--- src/rtl/vin_pattern_gen.sv ---
// Video timing and test-pattern source: one beat of PIX_PER_CLK pixels per clock.
// Optional checker pattern for mode 3 is built only when VIN_PATTERN_CHECKER_EN is defined.
//
// state  | meaning
// -------+-----------------------------------------------------------
// IDLE   | outputs held at 0, waiting for en
// RUN    | h/v counters sweep the frame; en is re-examined at frame end
module vin_pattern_gen #(
    parameter int PIX_BITS    = 8,
    parameter int PIX_PER_CLK = 4,
    parameter int H_SYNC      = 2,
    parameter int H_BP        = 1,
    parameter int H_ACTIVE    = 4,
    parameter int H_FP        = 1,
    parameter int V_SYNC      = 1,
    parameter int V_BP        = 1,
    parameter int V_ACTIVE    = 3,
    parameter int V_FP        = 1,
    parameter int CHK_SHIFT   = 2
) (
    input  logic                            clk,
    input  logic                            rst,
    input  logic                            en,
    input  logic [1:0]                      mode,
    input  logic [PIX_BITS-1:0]             solid_val,
    output logic                            vin_vsync,
    output logic                            vin_hsync,
    output logic                            vin_de,
    output logic [PIX_BITS*PIX_PER_CLK-1:0] vin_pixel,
    output logic                            frame_start,
    output logic [15:0]                     frame_cnt
);

    localparam int H_TOTAL = H_SYNC + H_BP + H_ACTIVE + H_FP;
    localparam int V_TOTAL = V_SYNC + V_BP + V_ACTIVE + V_FP;
    localparam int HW      = (H_TOTAL > 1) ? $clog2(H_TOTAL) : 1;
    localparam int VW      = (V_TOTAL > 1) ? $clog2(V_TOTAL) : 1;
    // x/y only need the bits that reach a pixel value or the checker select
    localparam int XW      = (PIX_BITS > CHK_SHIFT + 1) ? PIX_BITS : CHK_SHIFT + 1;
    localparam int H_OFF   = H_SYNC + H_BP;
    localparam int V_OFF   = V_SYNC + V_BP;

    localparam logic [HW-1:0] H_LAST = HW'(H_TOTAL - 1);
    localparam logic [VW-1:0] V_LAST = VW'(V_TOTAL - 1);

    localparam logic [0:0] S_IDLE = 1'b0;
    localparam logic [0:0] S_RUN  = 1'b1;

    logic [0:0]    state;
    logic [HW-1:0] h;
    logic [VW-1:0] v;
    logic [1:0]    mode_q;

    always_ff @(posedge clk or negedge rst) begin
        if (!rst) begin
            state  <= S_IDLE;
            h      <= '0;
            v      <= '0;
            mode_q <= 2'd0;
        end else begin
            case (state)
                S_IDLE: begin
                    if (en) begin
                        state  <= S_RUN;
                        h      <= '0;
                        v      <= '0;
                        mode_q <= mode;
                    end
                end
                default: begin
                    if (h == H_LAST) begin
                        h <= '0;
                        if (v == V_LAST) begin
                            v <= '0;
                            if (en) mode_q <= mode;
                            else    state  <= S_IDLE;
                        end else begin
                            v <= v + 1'b1;
                        end
                    end else begin
                        h <= h + 1'b1;
                    end
                end
            endcase
        end
    end

    logic [31:0] h_ext;
    logic [31:0] v_ext;
    logic        vs_c;
    logic        hs_c;
    logic        de_c;
    logic        fs_c;
    logic [XW-1:0] x_base;
    logic [XW-1:0] y_c;
    logic [PIX_BITS*PIX_PER_CLK-1:0] pix_next;

    assign h_ext  = 32'(h);
    assign v_ext  = 32'(v);
    assign vs_c   = v_ext < 32'(V_SYNC);
    assign hs_c   = h_ext < 32'(H_SYNC);
    assign de_c   = (v_ext >= 32'(V_OFF)) && (v_ext < 32'(V_OFF + V_ACTIVE)) &&
                    (h_ext >= 32'(H_OFF)) && (h_ext < 32'(H_OFF + H_ACTIVE));
    assign fs_c   = (h == '0) && (v == '0);
    // Only the low XW bits matter, so the wrap outside the active window is harmless
    assign x_base = XW'(h_ext - 32'(H_OFF)) * XW'(PIX_PER_CLK);
    assign y_c    = XW'(v_ext - 32'(V_OFF));

    for (genvar g = 0; g < PIX_PER_CLK; g++) begin : g_lane
        logic [XW-1:0]       x_c;
        logic [PIX_BITS-1:0] lane_val;

        assign x_c = x_base + XW'(g);

        always_comb begin
            lane_val = solid_val;
            case (mode_q)
                2'd1: lane_val = x_c[PIX_BITS-1:0];
                2'd2: lane_val = y_c[PIX_BITS-1:0];
`ifdef VIN_PATTERN_CHECKER_EN
                2'd3: lane_val = {PIX_BITS{x_c[CHK_SHIFT] ^ y_c[CHK_SHIFT]}};
`else
                2'd3: lane_val = solid_val;
`endif
                default: lane_val = solid_val;
            endcase
        end

        assign pix_next[g*PIX_BITS +: PIX_BITS] = de_c ? lane_val : '0;
    end

    always_ff @(posedge clk or negedge rst) begin
        if (!rst) begin
            vin_vsync   <= 1'b0;
            vin_hsync   <= 1'b0;
            vin_de      <= 1'b0;
            vin_pixel   <= '0;
            frame_start <= 1'b0;
            frame_cnt   <= 16'd0;
        end else if (state == S_RUN) begin
            vin_vsync   <= vs_c;
            vin_hsync   <= hs_c;
            vin_de      <= de_c;
            vin_pixel   <= pix_next;
            frame_start <= fs_c;
            if (fs_c) frame_cnt <= frame_cnt + 16'd1;
        end else begin
            vin_vsync   <= 1'b0;
            vin_hsync   <= 1'b0;
            vin_de      <= 1'b0;
            vin_pixel   <= '0;
            frame_start <= 1'b0;
        end
    end

endmodule

--- config.mk ---
export PLATFORM = sky130hd
export DESIGN_NAME = vin_pattern_gen
export DESIGN_NICKNAME = d
export VERILOG_FILES = /design/src/rtl/vin_pattern_gen.sv
export SDC_FILE = /design/constraint.sdc
export NUM_CORES = 1
export LEC_CHECK = 0
export BUFFER_PORTS_ARGS = -buffer_cell sky130_fd_sc_hd__clkbuf_2
export CAP_MARGIN = 20
export CORE_MARGIN = 3
export CORE_UTILIZATION = 25
export CTS_CLUSTER_SIZE = 40
export DETAILED_ROUTE_END_ITERATION = 6
export PLACE_DENSITY_LB_ADDON = 0.1
export SYNTH_ARGS = -nofsm -noshare
export SYNTH_HDL_FRONTEND = slang
export SYNTH_SLANG_ARGS = --single-unit
export TNS_END_PERCENT = 1
--- constraint.sdc ---
create_clock -name clk -period 3.7 [get_ports clk]
set_clock_uncertainty 0.15 [all_clocks]
set_input_delay 0.185 -clock clk [delete_from_list [all_inputs] [get_ports clk]]
set_output_delay 0.185 -clock clk [all_outputs]
set_load 0.05 [all_outputs]
Yosys cells after proc, flatten, opt, wreduce, memory -nomap -nowiden
Cells that the tools add are included.
{"block": "word_totals", "out_inout_bits": 52, "input_bits": 13, "elab_cells": 67, "ramBits": 0, "n_memories": 0, "regBits": 61, "latch_bits": 0, "romBits": 0}
{"block": "classes", "muxes": 27, "mul": 0, "add_sub_neg": 8, "n_lt_le_gt_ge": 6, "shift": 0, "n_reduce_logical": 10, "bitwise_logic": 0, "eq_ne": 6, "div_mod_pow": 0}
{"operator": "one-hot mux 8 bit (2 select lines)", "n": 4}
{"operator": "two-way mux 32 bit", "n": 1}
{"operator": "two-way mux 8 bit", "n": 4}
{"operator": "two-way mux 3 bit", "n": 6}
{"operator": "adder 16 x 1 -> 16 bit, second input constant", "n": 1}
{"operator": "adder 6 x 3 -> 7 bit, second input constant", "n": 2}
{"operator": "two-way mux 1 bit", "n": 8}
{"operator": "two-way mux 2 bit", "n": 4}
{"operator": "subtractor 3 x 2 -> 4 bit, second input constant", "n": 2}
{"operator": "adder 6 x 2 -> 7 bit, second input constant", "n": 1}
{"operator": "adder 3 x 1 -> 3 bit, second input constant", "n": 2}
{"operator": "== test 3 bit, second input constant", "n": 2}
{"operator": "greater-or-equal comparator 3 x 2 -> 1 bit, second input constant", "n": 2}
{"operator": "logical NOT 3 bit", "n": 2}
{"operator": "less-than comparator 3 bit, second input constant", "n": 2}
{"operator": "AND reduction 2 bit", "n": 3}
{"operator": "logical AND 1 bit", "n": 4}
{"operator": "!= test 2 x 1 -> 1 bit, second input constant", "n": 2}
{"operator": "less-than comparator 3 x 1 -> 1 bit, second input constant", "n": 1}
{"operator": "less-than comparator 3 x 2 -> 1 bit, second input constant", "n": 1}
{"operator": "== test 2 x 1 -> 1 bit, second input constant", "n": 1}
{"operator": "== test 2 bit, second input constant", "n": 1}
{"operator": "nonzero test 2 bit", "n": 1}

Longest topological paths before layout
Gate-level depths: netlist (run 1).
{"block": "logic_depth", "ltp_word": 6, "mapped_depth": 7}

Least setup slack after synthesis (run 1)
OpenSTA, ideal clock, no wires.
{"block": "synth_path", "path_kind": "register -> register", "from": "reg frame_cnt[7]", "to": "reg frame_cnt[15]", "setup_slack_ps": 1815, "synth_period_minus_slack_ps": 1885, "path_stages_with_launch": 5, "t_required_ps": 3468, "setup_ps": 82, "n_path_buf": 0, "t_arrival_ps": 1653, "cell_sequence": "dfrtp_1 > and3_1 > nand4_1 > nor4_2 > xor2_1"}
{"block": "synth_via", "elab_chain_cells": 1}
{"element": "start, declared", "line": "31", "source": "output logic [15:0] frame_cnt"}
{"element": "start signal, assigned", "line": "146", "source": "if (fs_c) frame_cnt <= frame_cnt + 16'd1;"}
{"element": "adder 16 x 1 -> 16 bit", "line": "146"}
Every way passes these cells.
A chain may end at the register's enable or synchronous reset.

Worst setup path in the final report (run 1)
{"block": "layout_path", "from": "reg mode_q[0]", "to": "reg vin_pixel[29]"}
{"block": "layout_via", "elab_chain_cells": 4, "word_cells_on_any_way": 5, "classes_between": "2 x eq/ne; 3 x mux"}
{"element": "start, declared", "line": "52", "source": "logic [1:0] mode_q;"}
{"element": "start signal, assigned", "line": "67", "source": "mode_q <= mode;"}
{"element": "start signal, assigned", "line": "75", "source": "if (en) mode_q <= mode;"}
{"element": "== test 2 bit or == test 2 x 1 -> 1 bit (tied branches)", "line": "117", "source": "case (mode_q)"}
{"element": "one-hot mux 8 bit (2 select lines) (*)", "line": "117"}
{"element": "two-way mux 8 bit (*)", "line": "129", "source": "assign pix_next[g*PIX_BITS +: PIX_BITS] = de_c ? lane_val : '0;"}
{"element": "two-way mux 32 bit (*)", "line": "140", "source": "end else if (state == S_RUN) begin"}
{"element": "end signal, assigned", "line": "144", "source": "vin_pixel <= pix_next;"}
{"element": "end, declared", "line": "29", "source": "output logic [PIX_BITS*PIX_PER_CLK-1:0] vin_pixel,"}
Mark *: on every way between the ends. The rest lies on a longest branch, timed or not.

==> report_table.html, run 1 <==
<table>
<tr><th>Metric</th><th>Value</th></tr>
<tr><th colspan="2">Status</th></tr>
<tr><td>Result of the run</td><td>finished clean</td></tr>
<tr><th colspan="2">Synthesis</th></tr>
<tr><td>Ys async rst share</td><td>100%</td></tr>
<tr><td>Post-Syn Nets</td><td>225</td></tr>
<tr><td>Combinational family with the most area after synthesis</td><td>simple AND/OR/NAND/NOR gates</td></tr>
<tr><td>Post-synthesis instance total</td><td>202</td></tr>
<tr><td>Simple-gate share of the synthesized area</td><td>17.1%</td></tr>
<tr><td>Average instance area after synthesis</td><td>10.2 um^2</td></tr>
<tr><td>Primary FF master, synth</td><td>sky130_fd_sc_hd__dfrtp_1</td></tr>
<tr><td>Complex-gate fraction of the synthesized area</td><td>8.58%</td></tr>
<tr><td>Portion of netlist area occupied by mux cells</td><td>1.09%</td></tr>
<tr><td>Number of synthesis warnings</td><td>0</td></tr>
<tr><td>Flip-flop and latch count after synthesis</td><td>39</td></tr>
<tr><td>Total standard cell area after synthesis</td><td>2060 um^2</td></tr>
<tr><td>Number of synthesized flops with an enable pin</td><td>0</td></tr>
<tr><td>Fraction of synthesized cell area in xor and xnor cells</td><td>6.39%</td></tr>
<tr><td>Synthesized-area fraction occupied by adder cells</td><td>6.08%</td></tr>
<tr><td>Proportion of synthesized chip area in sequential cells</td><td>47.4%</td></tr>
<tr><td>Post-synth cell types</td><td>35</td></tr>
<tr><th colspan="2">Placement</th></tr>
<tr><td>Pre-CTS worst setup slack</td><td>1.47 ns</td></tr>
<tr><td>Sum of net half-perimeters after detailed placement</td><td>3.30 mm</td></tr>
<tr><td>Placed standard-cell area</td><td>2310 um^2</td></tr>
<tr><td>Gpl congestion</td><td>0.818</td></tr>
<tr><td>I/O Buffers</td><td>64</td></tr>
<tr><th colspan="2">Worst setup path</th></tr>
<tr><td>FF-to-FF Start</td><td>mode_q[0]$_DFFE_PN0P_</td></tr>
<tr><td>Worst path cell trace</td><td>inv_1, ha_1, a21oi_1, a21oi_1, o21ai_0, a21oi_1</td></tr>
<tr><td>Critical path fanouts, max</td><td>15</td></tr>
<tr><td>Crit path from</td><td>mode_q[0]$_DFFE_PN0P_</td></tr>
<tr><td>Required time worst endpoint</td><td>3.71 ns</td></tr>
<tr><td>Nature of the critical path endpoint</td><td>flip-flop</td></tr>
<tr><td>Buffers and inverters on the worst path</td><td>1</td></tr>
<tr><td>Crit path max-delay family</td><td>compound AO/OA/AOI/OAI gates</td></tr>
<tr><td>Critical Path Most Common Cell</td><td>sky130_fd_sc_hd__a21oi_1</td></tr>
<tr><td>Kind of start point of the critical path</td><td>flip-flop</td></tr>
<tr><td>Longest individual stage delay on the worst path</td><td>0.49 ns</td></tr>
<tr><td>Crit. path cell count</td><td>6</td></tr>
<tr><td>Standard cell with the maximum stage delay on the critical path</td><td>sky130_fd_sc_hd__ha_1</td></tr>
<tr><td>Startpoint-to-endpoint class of the critical path</td><td>flip-flop to flip-flop</td></tr>
<tr><td>Arrival time at the worst endpoint</td><td>2.22 ns</td></tr>
<tr><td>Number of cells on the worst reg-to-reg path</td><td>6</td></tr>
<tr><th colspan="2">STA</th></tr>
<tr><td>Remaining max-slew budget at the tightest pin</td><td>68.0%</td></tr>
<tr><td>Unrepaired setup endpoints after global routing</td><td>false</td></tr>
<tr><td>Setup TNS</td><td>0 ns</td></tr>
<tr><td>Tightest Pin Transition</td><td>0.476 ns</td></tr>
<tr><td>Final Max Tran Viols</td><td>0</td></tr>
<tr><td>Share of the cycle needed by the critical path after routing</td><td>60.0%</td></tr>
<tr><td>Achievable Freq</td><td>451 MHz</td></tr>
<tr><td>Final critical path time including I/O delays and setup</td><td>2.22 ns</td></tr>
<tr><td>Final setup violation count</td><td>0</td></tr>
<tr><td>Final worst-path setup slack</td><td>1.48 ns</td></tr>
<tr><td>Final Hold Vio Count</td><td>0</td></tr>
<tr><th colspan="2">Pwr</th></tr>
<tr><td>Power density over cell area</td><td>317 nW/um^2</td></tr>
<tr><td>Worst VDD drop</td><td>106 uV</td></tr>
<tr><td>Leakage</td><td>0.00137 uW</td></tr>
<tr><th colspan="2">Clock network</th></tr>
<tr><td>Number of buffers between clock root and the deepest sink</td><td>2</td></tr>
<tr><td>Number of buffers created by CTS</td><td>5</td></tr>
<tr><td>Clock sinks</td><td>39</td></tr>
<tr><td>Clock root buffer</td><td>sky130_fd_sc_hd__clkbuf_8</td></tr>
<tr><td>Clock latency reported for the late side of the worst-skew pair</td><td>0.29 ns</td></tr>
<tr><td>CTS tree</td><td>built</td></tr>
<tr><td>Total of cells resized after clock tree synthesis</td><td>0</td></tr>
<tr><td>Clock-pin slew of the registers on the worst-case setup and hold paths</td><td>0.07 ns</td></tr>
<tr><td>Htree depth</td><td>2</td></tr>
<tr><td>Number of buffers added for setup after CTS</td><td>0</td></tr>
<tr><th colspan="2">Detailed routing</th></tr>
<tr><td>Length of the first detailed-routing pass in iterations</td><td>4</td></tr>
<tr><td>Remaining number of nets flagged by the antenna check after routing</td><td>0</td></tr>
<tr><td>Number of vias after detailed routing</td><td>1520</td></tr>
<tr><td>Routed wire length per instance</td><td>12.4 um</td></tr>
<tr><td>Drt total wl</td><td>4.51 mm</td></tr>
<tr><td>Via count normalized by instance count</td><td>4.20</td></tr>
<tr><td>Iteration-0 DRC count of the detailed router</td><td>55</td></tr>
<tr><td>Number of design rule violations left after detail routing</td><td>0</td></tr>
<tr><th colspan="2">Job</th></tr>
<tr><td>Number of max-cap violations</td><td>0</td></tr>
<tr><th colspan="2">Global route</th></tr>
<tr><td>GRT overflow</td><td>0</td></tr>
<tr><td>Via count of the first global-routing pass</td><td>1575</td></tr>
<tr><td>Number of antenna violations at the first check in global routing</td><td>0</td></tr>
<tr><td>Pin count of the biggest net entering global routing</td><td>40</td></tr>
<tr><td>Global Route Usage Sum</td><td>10.5%</td></tr>
<tr><td>First-pass GRT wire length</td><td>8.05 mm</td></tr>
<tr><th colspan="2">Floorplan</th></tr>
<tr><td>Number of top-level pins</td><td>65</td></tr>
<tr><td>Number of standard-cell rows in the floorplan</td><td>32</td></tr>
<tr><td>Area inside the core boundary</td><td>7850 um^2</td></tr>
<tr><td>DIE AREA</td><td>9350 um^2</td></tr>
<tr><td>Die Ht</td><td>96.7 um</td></tr>
<tr><td>Die span in x</td><td>96.7 um</td></tr>
<tr><td>Initial core utilization</td><td>26.2%</td></tr>
<tr><th colspan="2">Hold path</th></tr>
<tr><td>Startpoint of the worst hold path</td><td>en</td></tr>
<tr><td>Type of the worst min-delay path</td><td>input pin to flip-flop</td></tr>
<tr><td>Hold Path Cell Cnt</td><td>2</td></tr>
<tr><th colspan="2">Final layout</th></tr>
<tr><td>Commonest non-fill, non-tap cells in the layout</td><td>sky130_fd_sc_hd__clkbuf_2, sky130_fd_sc_hd__dfrtp_1, sky130_fd_sc_hd__inv_1, sky130_fd_sc_hd__nand2_1, sky130_fd_sc_hd__nor2_1</td></tr>
<tr><td>Growth of design area from synthesis to finish</td><td>23.2%</td></tr>
<tr><td>Filler Cell Count</td><td>859</td></tr>
<tr><td>Most common cell after layout, fill and taps aside</td><td>sky130_fd_sc_hd__clkbuf_2</td></tr>
<tr><td>Number of nets in the layout</td><td>282</td></tr>
<tr><td>Share of final-layout standard cells stronger than drive strength 1</td><td>31.5%</td></tr>
<tr><td>Diodes inserted</td><td>0</td></tr>
<tr><td>Non-Filler Cell Area, Final</td><td>2530 um^2</td></tr>
</table>
[registers in the layout, indices dropped and copies added (netlist names)]
| register | cells |
|---|---|
| mode_q | 2 |
| vin_hsync | 1 |
| state | 1 |
| frame_cnt | 16 |
| vin_pixel | 10 |
| h | 3 |
| frame_start | 1 |
| vin_de | 1 |
| v | 3 |
| vin_vsync | 1 |
[synthesized netlist by cell type (4+ instances only)]
cell type | count | area share [%]
sky130_fd_sc_hd__buf_4 | 22 | 8.0
sky130_fd_sc_hd__xnor2_1 | 5 | 2.1
sky130_fd_sc_hd__a221oi_1 | 4 | 1.7
sky130_fd_sc_hd__o21ai_0 | 4 | 0.97
sky130_fd_sc_hd__inv_1 | 21 | 3.8
sky130_fd_sc_hd__ha_1 | 10 | 6.1
sky130_fd_sc_hd__nor2_1 | 12 | 2.2
sky130_fd_sc_hd__nor3_1 | 6 | 1.5
sky130_fd_sc_hd__nand2_1 | 18 | 3.3
sky130_fd_sc_hd__a21oi_1 | 11 | 2.7
sky130_fd_sc_hd__xor2_1 | 10 | 4.3
sky130_fd_sc_hd__dfrtp_1 | 39 | 47
sky130_fd_sc_hd__nand3_1 | 6 | 1.5
sky130_fd_sc_hd__nand2b_1 | 4 | 1.2
[worst paths after layout]
path / to / slack [ns]
worst max-delay path: vin_pixel[29]$_DFF_PN0_ / 1.48
worst min-delay path: h[2]$_DFFE_PN0P_ / 0.004
worst max register to register: vin_pixel[29]$_DFF_PN0_ / 1.48
worst min register to register: frame_cnt[15]$_DFFE_PN0P_ / 0.32
max in group asynchronous: mode_q[0]$_DFFE_PN0P_ / 2.90
min in group asynchronous: frame_cnt[15]$_DFFE_PN0P_ / 0.09
[routing by layer]
metal	part of all wire [%]	wire length, um	track usage, %
met5	0	0	0
met3	4.3	194	3.03
met4	2.0	91	3.89
met2	49	2190	16.5
met1	45	2030	13.7
[metrics by stage]
step	std cells	total power, uW	util [%]	hold WS, ns
after floorplan	202	464	-	-0.261
after detailed placement	342	487	29.4	0.259
final	362	805	32.3	0.00354
after CTS	360	820	32.0	0.00618
after global placement	342	487	29.4	0.257
after global routing	362	854	32.3	0.0222
[layout make-up]
class                           count  area (um^2)  area share, %
Timing Repair Buffer               76          445           17.6
Clock buffer                        8          100           3.95
Sequential cell                    39          976           38.5
Tap cell                          102          128           5.03
Multi-Input combinational cell    116          807           31.8
Inverter                           21         78.8           3.11
[cells by family (layout without fill, tap and decap cells)]
| group | after synthesis | after routing |
|---|---|---|
| DFF | 39 | 39 |
| AOI/OAI and AO/OA | 27 | 27 |
| muxes | 2 | 2 |
| buffers and inverters | 47 | 105 |
| adders and majority gates | 10 | 10 |
| xor gates and xnor gates | 15 | 15 |
| and+or+nand+nor | 62 | 62 |
[what timing repair did]
action	in CTS	in global routing
hold buffers	10	0
endpoints found under the setup margin	0	0
endpoints found under the hold margin	49	0
[worst reg2reg max path: stages (launching register included)]
cell	delay [ns]
sky130_fd_sc_hd__dfrtp_1	0.37
sky130_fd_sc_hd__inv_1	0.05
sky130_fd_sc_hd__ha_1	0.49
sky130_fd_sc_hd__a21oi_1	0.44
sky130_fd_sc_hd__a21oi_1	0.11
sky130_fd_sc_hd__o21ai_0	0.40
sky130_fd_sc_hd__a21oi_1	0.08
[report_power, final]
part / switching [uW] / total, uW / leakage [uW] / internal (uW)
combinational: 31.0 / 56.4 / 0.000778 / 25.4
clock: 147 / 317 / 0.0000515 / 170
sequential: 2.85 / 431 / 0.000537 / 428
total: 181 / 805 / 0.00137 / 624
Power figures use the tool's default switching activity.
==> run 2: changes to the inputs <==
Settings changed: ABC_AREA from default to 1.
Clock period 3.7 ns to 2.1 ns, I/O delays scaled along.
==> report_table.html, run 2 <==
<table>
<tr><th>Metric</th><th>Value</th></tr>
<tr><th colspan="2">Status</th></tr>
<tr><td>Result of the run</td><td>finished clean</td></tr>
<tr><th colspan="2">STA</th></tr>
<tr><td>Final setup violation count</td><td>0</td></tr>
<tr><td>Final Max Tran Viols</td><td>0</td></tr>
<tr><td>Share of the cycle needed by the critical path after routing</td><td>87.6%</td></tr>
<tr><td>Setup TNS</td><td>0 ns</td></tr>
<tr><td>Final critical path time including I/O delays and setup</td><td>1.84 ns</td></tr>
<tr><td>Final Hold Vio Count</td><td>0</td></tr>
<tr><td>Remaining max-slew budget at the tightest pin</td><td>63.2%</td></tr>
<tr><td>Tightest Pin Transition</td><td>0.552 ns</td></tr>
<tr><td>Unrepaired setup endpoints after global routing</td><td>false</td></tr>
<tr><td>Achievable Freq</td><td>543 MHz</td></tr>
<tr><th colspan="2">Final layout</th></tr>
<tr><td>Growth of design area from synthesis to finish</td><td>23.5%</td></tr>
<tr><td>Non-Filler Cell Area, Final</td><td>2590 um^2</td></tr>
<tr><td>Regs by FF count</td><td>frame_cnt x16, vin_pixel x10</td></tr>
<tr><td>Share of final-layout standard cells stronger than drive strength 1</td><td>27.1%</td></tr>
<tr><td>Diodes inserted</td><td>0</td></tr>
<tr><td>Most flops, register</td><td>frame_cnt</td></tr>
<tr><td>Number of nets in the layout</td><td>329</td></tr>
<tr><td>Most common cell after layout, fill and taps aside</td><td>sky130_fd_sc_hd__clkbuf_2</td></tr>
<tr><td>Commonest non-fill, non-tap cells in the layout</td><td>sky130_fd_sc_hd__clkbuf_2, sky130_fd_sc_hd__nand2_1, sky130_fd_sc_hd__dfrtp_1, sky130_fd_sc_hd__nor2_1, sky130_fd_sc_hd__inv_1</td></tr>
<tr><td>Largest register FFs</td><td>16</td></tr>
<tr><td>Non-filler instance count after layout</td><td>408</td></tr>
<tr><th colspan="2">Worst setup path</th></tr>
<tr><td>Arrival time at the worst endpoint</td><td>1.86 ns</td></tr>
<tr><td>Kind of start point of the critical path</td><td>flip-flop</td></tr>
<tr><td>Required time worst endpoint</td><td>2.12 ns</td></tr>
<tr><td>Terminus of the critical flop-to-flop path</td><td>vin_pixel[26]$_DFF_PN0_</td></tr>
<tr><td>Startpoint-to-endpoint class of the critical path</td><td>flip-flop to flip-flop</td></tr>
<tr><td>Flop2flop setup slack</td><td>0.26 ns</td></tr>
<tr><td>Nature of the critical path endpoint</td><td>flip-flop</td></tr>
<tr><td>FF-to-FF Start</td><td>mode_q[0]$_DFFE_PN0P_</td></tr>
<tr><td>Number of cells on the worst reg-to-reg path</td><td>7</td></tr>
<tr><td>Critical path fanouts, max</td><td>10</td></tr>
<tr><th colspan="2">Pwr</th></tr>
<tr><td>Power density over cell area</td><td>1540 nW/um^2</td></tr>
<tr><td>Internal power consumption</td><td>1720 uW</td></tr>
<tr><td>Clock share of power</td><td>12.9%</td></tr>
<tr><td>Worst VDD drop</td><td>552 uV</td></tr>
<tr><td>Net switching fraction of the power</td><td>56.7%</td></tr>
<tr><td>Switching power</td><td>2250 uW</td></tr>
<tr><td>Relative contribution of combinational cells to total power</td><td>57.8%</td></tr>
<tr><td>Sequential share of power</td><td>29.3%</td></tr>
<tr><td>Leakage</td><td>0.00135 uW</td></tr>
<tr><th colspan="2">Synthesis</th></tr>
<tr><td>Post-synthesis instance total</td><td>246</td></tr>
<tr><td>Post-synth cell types</td><td>23</td></tr>
<tr><td>Post-Syn Nets</td><td>269</td></tr>
<tr><td>Flip-flop and latch count after synthesis</td><td>39</td></tr>
<tr><td>Average instance area after synthesis</td><td>8.53 um^2</td></tr>
<tr><td>Synth top area cells</td><td>sky130_fd_sc_hd__dfrtp_1, sky130_fd_sc_hd__nand2_1, sky130_fd_sc_hd__buf_4</td></tr>
<tr><td>Cell type contributing the most total cell area after synthesis</td><td>sky130_fd_sc_hd__dfrtp_1</td></tr>
<tr><td>Number of synthesis warnings</td><td>0</td></tr>
<tr><td>Library cell with the highest instance count after synthesis</td><td>sky130_fd_sc_hd__nand2_1</td></tr>
<tr><td>Top cell type's share of synthesized area</td><td>46.5%</td></tr>
<tr><td>Proportion of synthesized chip area in sequential cells</td><td>46.5%</td></tr>
<tr><td>Ys async rst share</td><td>100%</td></tr>
<tr><td>Total standard cell area after synthesis</td><td>2100 um^2</td></tr>
<tr><td>Primary FF master, synth</td><td>sky130_fd_sc_hd__dfrtp_1</td></tr>
<tr><td>Most frequent cells after synthesis</td><td>sky130_fd_sc_hd__nand2_1, sky130_fd_sc_hd__dfrtp_1, sky130_fd_sc_hd__nor2_1, sky130_fd_sc_hd__inv_1, sky130_fd_sc_hd__buf_4</td></tr>
<tr><td>Number of synthesized flops with an enable pin</td><td>0</td></tr>
<tr><th colspan="2">Floorplan</th></tr>
<tr><td>Initial core utilization</td><td>26.5%</td></tr>
<tr><td>Die Ht</td><td>97.6 um</td></tr>
<tr><td>Number of standard-cell rows in the floorplan</td><td>32</td></tr>
<tr><td>DIE AREA</td><td>9530 um^2</td></tr>
<tr><td>Area inside the core boundary</td><td>7930 um^2</td></tr>
<tr><td>Number of top-level pins</td><td>65</td></tr>
<tr><td>Die span in x</td><td>97.6 um</td></tr>
<tr><th colspan="2">Clock network</th></tr>
<tr><td>Clock latency reported for the late side of the worst-skew pair</td><td>0.29 ns</td></tr>
<tr><td>Total of cells resized after clock tree synthesis</td><td>0</td></tr>
<tr><td>Number of buffers added for setup after CTS</td><td>0</td></tr>
<tr><td>Clock root buffer</td><td>sky130_fd_sc_hd__clkbuf_8</td></tr>
<tr><td>Number of buffers created by CTS</td><td>5</td></tr>
<tr><td>Htree depth</td><td>2</td></tr>
<tr><td>Number of buffers between clock root and the deepest sink</td><td>2</td></tr>
<tr><td>Clock sinks</td><td>39</td></tr>
<tr><td>Clock-pin slew of the registers on the worst-case setup and hold paths</td><td>0.08 ns</td></tr>
<tr><td>CTS tree</td><td>built</td></tr>
<tr><th colspan="2">Global route</th></tr>
<tr><td>Via count of the first global-routing pass</td><td>1619</td></tr>
<tr><td>Global Route Usage Sum</td><td>10.6%</td></tr>
<tr><td>First-pass GRT wire length</td><td>8.12 mm</td></tr>
<tr><td>GRT overflow</td><td>0</td></tr>
<tr><td>Pin count of the biggest net entering global routing</td><td>22</td></tr>
<tr><td>Number of antenna violations at the first check in global routing</td><td>0</td></tr>
<tr><th colspan="2">Detailed routing</th></tr>
<tr><td>Drt total wl</td><td>4.92 mm</td></tr>
<tr><td>Number of vias after detailed routing</td><td>1711</td></tr>
<tr><td>Iteration-0 DRC count of the detailed router</td><td>47</td></tr>
<tr><td>Via count normalized by instance count</td><td>4.19</td></tr>
<tr><td>Length of the first detailed-routing pass in iterations</td><td>4</td></tr>
<tr><td>Number of design rule violations left after detail routing</td><td>0</td></tr>
<tr><td>Remaining number of nets flagged by the antenna check after routing</td><td>0</td></tr>
<tr><td>Routed wire length per instance</td><td>12.1 um</td></tr>
<tr><th colspan="2">Placement</th></tr>
<tr><td>I/O Buffers</td><td>64</td></tr>
<tr><td>Placed standard-cell area</td><td>2400 um^2</td></tr>
<tr><td>Gpl congestion</td><td>0.771</td></tr>
<tr><td>Dpl cells</td><td>391</td></tr>
<tr><td>Sum of net half-perimeters after detailed placement</td><td>3.78 mm</td></tr>
<tr><th colspan="2">Hold path</th></tr>
<tr><td>Hold Path End</td><td>vin_pixel[9]$_DFF_PN0_</td></tr>
<tr><td>Type of the worst min-delay path</td><td>input pin to flip-flop</td></tr>
<tr><td>Startpoint of the worst hold path</td><td>solid_val[1]</td></tr>
<tr><td>Hold Path Cell Cnt</td><td>5</td></tr>
<tr><th colspan="2">Job</th></tr>
<tr><td>Number of max-cap violations</td><td>0</td></tr>
</table>
[run 2: cell count changes after synthesis, moves of 4 or more]
cell and change:
sky130_fd_sc_hd__nand2_1 +37, sky130_fd_sc_hd__nor2_1 +16, sky130_fd_sc_hd__xor2_1 -7, sky130_fd_sc_hd__nand3_1 +6
sky130_fd_sc_hd__a21oi_1 -4, sky130_fd_sc_hd__a221oi_1 -4, sky130_fd_sc_hd__inv_1 +4, sky130_fd_sc_hd__nand2b_1 -4
sky130_fd_sc_hd__nor2_4 +4, sky130_fd_sc_hd__o21ai_0 +4
[run 2: worst max-delay path by stage]
stage / end / from / cells past startpoint / slack [ns]
after floorplan: frame_cnt[8]$_DFFE_PN0P_ / frame_cnt[0]$_DFFE_PN0P_ / 7 / 0.29
after global placement: vin_pixel[26]$_DFF_PN0_ / mode_q[0]$_DFFE_PN0P_ / 7 / 0.26
after detailed placement: vin_pixel[26]$_DFF_PN0_ / mode_q[0]$_DFFE_PN0P_ / 7 / 0.27
after CTS: vin_pixel[26]$_DFF_PN0_ / mode_q[0]$_DFFE_PN0P_ / 7 / 0.25
after global routing: vin_pixel[26]$_DFF_PN0_ / mode_q[0]$_DFFE_PN0P_ / 7 / 0.09
final: vin_pixel[26]$_DFF_PN0_ / mode_q[0]$_DFFE_PN0P_ / 7 / 0.26
[run 2: layout make-up]
class / instances / area (um^2)
Sequential cell: 39 / 976
Clock buffer: 6 / 82.6
Timing Repair Buffer: 76 / 448
Fill cell: 869 / 5340
Inverter: 29 / 109
Tap cell: 102 / 128
Clock inverter: 1 / 5.00
Multi-Input combinational cell: 155 / 843
[run 2: worst max-delay path, stage by stage (launching register included)]
cell                       delay, ns
sky130_fd_sc_hd__dfrtp_1        0.35
sky130_fd_sc_hd__inv_1          0.06
sky130_fd_sc_hd__ha_1           0.35
sky130_fd_sc_hd__clkinv_1       0.25
sky130_fd_sc_hd__nand2_1        0.22
sky130_fd_sc_hd__o21ai_0        0.10
sky130_fd_sc_hd__a31oi_1        0.17
sky130_fd_sc_hd__nor2_1         0.07
[run 2: through the flow]
step / total power, uW / setup slack [ns] / util [%] / hold WS, ns
floorplan: 3180 / 0.290 / - / -0.341
detailed placement: 3490 / 0.274 / 30.3 / -0.0216
global route: 4230 / 0.0917 / 32.7 / 0.0594
CTS: 4040 / 0.252 / 32.7 / 0.0287
finish: 3980 / 0.260 / 32.7 / 0.0233
global placement: 3500 / 0.264 / 30.3 / -0.0267
[run 2: power by group through the flow]
stage                     Sequential [uW]  Clock, uW  Combinational (uW)
final                                1170        514                2300
after global placement               1180          0                2320
after CTS                            1170        546                2320
after detailed placement             1180          0                2300
after global routing                 1200        576                2450
after floorplan                      1640          0                1540
[run 2: what timing repair did]
item / CTS / global route
endpoints found under the setup margin: 0 / 0
hold buffers: 10 / 0
hold endpoints to repair: 27 / 0
[run 2: logic make-up (layout without fill, tap and decap cells)]
family / Yosys count / after routing / synth area share, %
DFF: 39 / 39 / 46.5
and+or+nand+nor: 113 / 113 / 24.2
buffers and inverters: 52 / 112 / 13.3
AOI/OAI and AO/OA: 21 / 21 / 5.43
xor gates and xnor gates: 11 / 11 / 4.59
adders and majority gates: 10 / 10 / 5.96
[run 2: routing by layer]
layer / routed length [um] / global-route usage (%) / up-vias / share of wire (%)
met5: 0 / 0 / - / 0
met4: 75 / 3.51 / 0 / 1.5
met3: 245 / 2.08 / 6 / 5.0
met2: 2190 / 16.3 / 46 / 44
met1: 2410 / 14.9 / 782 / 49
li1: - / - / 877 / -
==> run 3: changes to the inputs <==
Settings changed: BUFFER_PORTS_ARGS -buffer_cell sky130_fd_sc_hd__clkbuf_2 to -buffer_cell sky130_fd_sc_hd__buf_2.
==> report_table.html, run 3 (synthesized netlist as in run 2, its figures left out) <==
<table>
<tr><th>Metric</th><th>Value</th></tr>
<tr><th colspan="2">Status</th></tr>
<tr><td>Result of the run</td><td>finished clean</td></tr>
<tr><th colspan="2">Clock network</th></tr>
<tr><td>Cts-stage hold buffer count</td><td>10</td></tr>
<tr><td>Clock sinks</td><td>39</td></tr>
<tr><td>Htree depth</td><td>2</td></tr>
<tr><td>Clock latency reported for the late side of the worst-skew pair</td><td>0.30 ns</td></tr>
<tr><td>Clock root buffer</td><td>sky130_fd_sc_hd__clkbuf_8</td></tr>
<tr><td>Number of buffers added for setup after CTS</td><td>0</td></tr>
<tr><td>Number of buffers created by CTS</td><td>5</td></tr>
<tr><td>CTS tree</td><td>built</td></tr>
<tr><td>Total of cells resized after clock tree synthesis</td><td>0</td></tr>
<tr><td>Clock-pin slew of the registers on the worst-case setup and hold paths</td><td>0.08 ns</td></tr>
<tr><td>Number of buffers between clock root and the deepest sink</td><td>2</td></tr>
<tr><th colspan="2">Floorplan</th></tr>
<tr><td>Area inside the core boundary</td><td>7930 um^2</td></tr>
<tr><td>DIE AREA</td><td>9530 um^2</td></tr>
<tr><td>Die Ht</td><td>97.6 um</td></tr>
<tr><td>Number of top-level pins</td><td>65</td></tr>
<tr><td>Initial core utilization</td><td>26.5%</td></tr>
<tr><td>Die span in x</td><td>97.6 um</td></tr>
<tr><td>Number of standard-cell rows in the floorplan</td><td>32</td></tr>
<tr><th colspan="2">Final layout</th></tr>
<tr><td>Share of final-layout standard cells stronger than drive strength 1</td><td>27.6%</td></tr>
<tr><td>Diodes inserted</td><td>0</td></tr>
<tr><td>Growth of design area from synthesis to finish</td><td>23.1%</td></tr>
<tr><td>Commonest non-fill, non-tap cells in the layout</td><td>sky130_fd_sc_hd__buf_2, sky130_fd_sc_hd__nand2_1, sky130_fd_sc_hd__dfrtp_1, sky130_fd_sc_hd__nor2_1, sky130_fd_sc_hd__inv_1</td></tr>
<tr><td>Regs by FF count</td><td>frame_cnt x16, vin_pixel x10</td></tr>
<tr><td>Largest register FFs</td><td>16</td></tr>
<tr><td>Most flops, register</td><td>frame_cnt</td></tr>
<tr><td>Number of nets in the layout</td><td>330</td></tr>
<tr><td>Final core area utilization</td><td>32.6%</td></tr>
<tr><td>Most common cell after layout, fill and taps aside</td><td>sky130_fd_sc_hd__buf_2</td></tr>
<tr><th colspan="2">STA</th></tr>
<tr><td>Final worst-path setup slack</td><td>0.338 ns</td></tr>
<tr><td>Final Max Tran Viols</td><td>0</td></tr>
<tr><td>Share of the cycle needed by the critical path after routing</td><td>83.9%</td></tr>
<tr><td>Tightest Pin Transition</td><td>0.608 ns</td></tr>
<tr><td>Worst slack on hold paths</td><td>0.0369 ns</td></tr>
<tr><td>Remaining max-slew budget at the tightest pin</td><td>59.5%</td></tr>
<tr><td>Final critical path time including I/O delays and setup</td><td>1.76 ns</td></tr>
<tr><td>Final Hold Vio Count</td><td>0</td></tr>
<tr><td>Achievable Freq</td><td>567 MHz</td></tr>
<tr><td>Unrepaired setup endpoints after global routing</td><td>false</td></tr>
<tr><td>Final setup violation count</td><td>0</td></tr>
<tr><td>Setup TNS</td><td>0 ns</td></tr>
<tr><th colspan="2">Global route</th></tr>
<tr><td>Global Route met2 Usage</td><td>16.3%</td></tr>
<tr><td>Pin count of the biggest net entering global routing</td><td>26</td></tr>
<tr><td>Global Route Usage Sum</td><td>10.7%</td></tr>
<tr><td>Busiest metal layer after global routing</td><td>met2</td></tr>
<tr><td>Number of antenna violations at the first check in global routing</td><td>0</td></tr>
<tr><td>Via count of the first global-routing pass</td><td>1654</td></tr>
<tr><td>Met1 GRT Util</td><td>14.8%</td></tr>
<tr><td>First-pass GRT wire length</td><td>8.23 mm</td></tr>
<tr><td>Met3 Track Usage GR</td><td>2.51%</td></tr>
<tr><td>GRT overflow</td><td>0</td></tr>
<tr><th colspan="2">Placement</th></tr>
<tr><td>Sum of net half-perimeters after detailed placement</td><td>3.78 mm</td></tr>
<tr><td>Pre-CTS worst setup slack</td><td>0.313 ns</td></tr>
<tr><td>I/O Buffers</td><td>64</td></tr>
<tr><td>Gpl congestion</td><td>0.792</td></tr>
<tr><th colspan="2">Detailed routing</th></tr>
<tr><td>Iteration-0 DRC count of the detailed router</td><td>41</td></tr>
<tr><td>Length of the first detailed-routing pass in iterations</td><td>6</td></tr>
<tr><td>Routed wire length per instance</td><td>11.9 um</td></tr>
<tr><td>Via count normalized by instance count</td><td>4.11</td></tr>
<tr><td>Number of design rule violations left after detail routing</td><td>0</td></tr>
<tr><td>Remaining number of nets flagged by the antenna check after routing</td><td>0</td></tr>
<tr><td>Number of vias after detailed routing</td><td>1685</td></tr>
<tr><td>Drt total wl</td><td>4.89 mm</td></tr>
<tr><th colspan="2">Worst setup path</th></tr>
<tr><td>Nature of the critical path endpoint</td><td>flip-flop</td></tr>
<tr><td>Required time worst endpoint</td><td>2.14 ns</td></tr>
<tr><td>Critical path fanouts, max</td><td>10</td></tr>
<tr><td>Kind of start point of the critical path</td><td>flip-flop</td></tr>
<tr><td>Arrival time at the worst endpoint</td><td>1.80 ns</td></tr>
<tr><td>Startpoint-to-endpoint class of the critical path</td><td>flip-flop to flip-flop</td></tr>
<tr><th colspan="2">Pwr</th></tr>
<tr><td>Worst VDD drop</td><td>510 uV</td></tr>
<tr><td>Power density over cell area</td><td>1540 nW/um^2</td></tr>
<tr><td>Power Total</td><td>3970 uW</td></tr>
<tr><td>Leakage</td><td>0.00139 uW</td></tr>
<tr><th colspan="2">Job</th></tr>
<tr><td>Number of max-cap violations</td><td>0</td></tr>
<tr><th colspan="2">Hold path</th></tr>
<tr><td>Type of the worst min-delay path</td><td>input pin to flip-flop</td></tr>
</table>
==> run 3: final cells by class <==
cell class | count | area, um^2
fill | 856 | 5350
sequential | 39 | 976
multi-input combinational | 155 | 843
timing repair buffer | 77 | 443
tap | 102 | 128
inverter | 29 | 109
clock buffer | 5 | 68.8
clock inverter | 3 | 15.0
==> run 3: power by group <==
group / total [uW] / internal, uW / switching, uW
clock: 508 / 228 / 280
sequential: 1150 / 956 / 191
combinational: 2320 / 520 / 1800
==> run 3: final timing paths <==
kind,slack (ns),start,end,cells after the start
min in group asynchronous,0.20,rst,vin_pixel[27]$_DFF_PN0_,2
setup reg to reg,0.34,mode_q[0]$_DFFE_PN0P_,vin_pixel[26]$_DFF_PN0_,7
setup / recovery,0.34,mode_q[0]$_DFFE_PN0P_,vin_pixel[26]$_DFF_PN0_,7
hold reg to reg,0.38,frame_cnt[7]$_DFFE_PN0P_,frame_cnt[7]$_DFFE_PN0P_,1
max in group asynchronous,1.05,rst,vin_pixel[16]$_DFF_PN0_,3
hold / removal,0.04,solid_val[1],vin_pixel[9]$_DFF_PN0_,5
==> run 3: through the flow <==
stage          instances  cell area (um^2)
2_1_floorplan        246              2100
3_3_place_gp         392              2400
3_5_place_dp         392              2400
4_1_cts              410              2580
5_1_grt              410              2580
6_report             410              2580
==> run 3: worst max-delay path, stage by stage, from the launching register on <==
cell	delay, ns
sky130_fd_sc_hd__dfrtp_1	0.36
sky130_fd_sc_hd__inv_1	0.06
sky130_fd_sc_hd__ha_1	0.35
sky130_fd_sc_hd__clkinv_1	0.25
sky130_fd_sc_hd__nand2_1	0.20
sky130_fd_sc_hd__o21ai_0	0.09
sky130_fd_sc_hd__a31oi_1	0.15
sky130_fd_sc_hd__nor2_1	0.06
==> run 3: per-layer routing <==
metal | vias up | routed length [um] | part of all wire [%]
met5 | - | 0 | 0
met4 | 0 | 83 | 1.7
met3 | 5 | 231 | 4.7
met2 | 40 | 2150 | 44
met1 | 758 | 2430 | 50
li1 | 882 | - | -
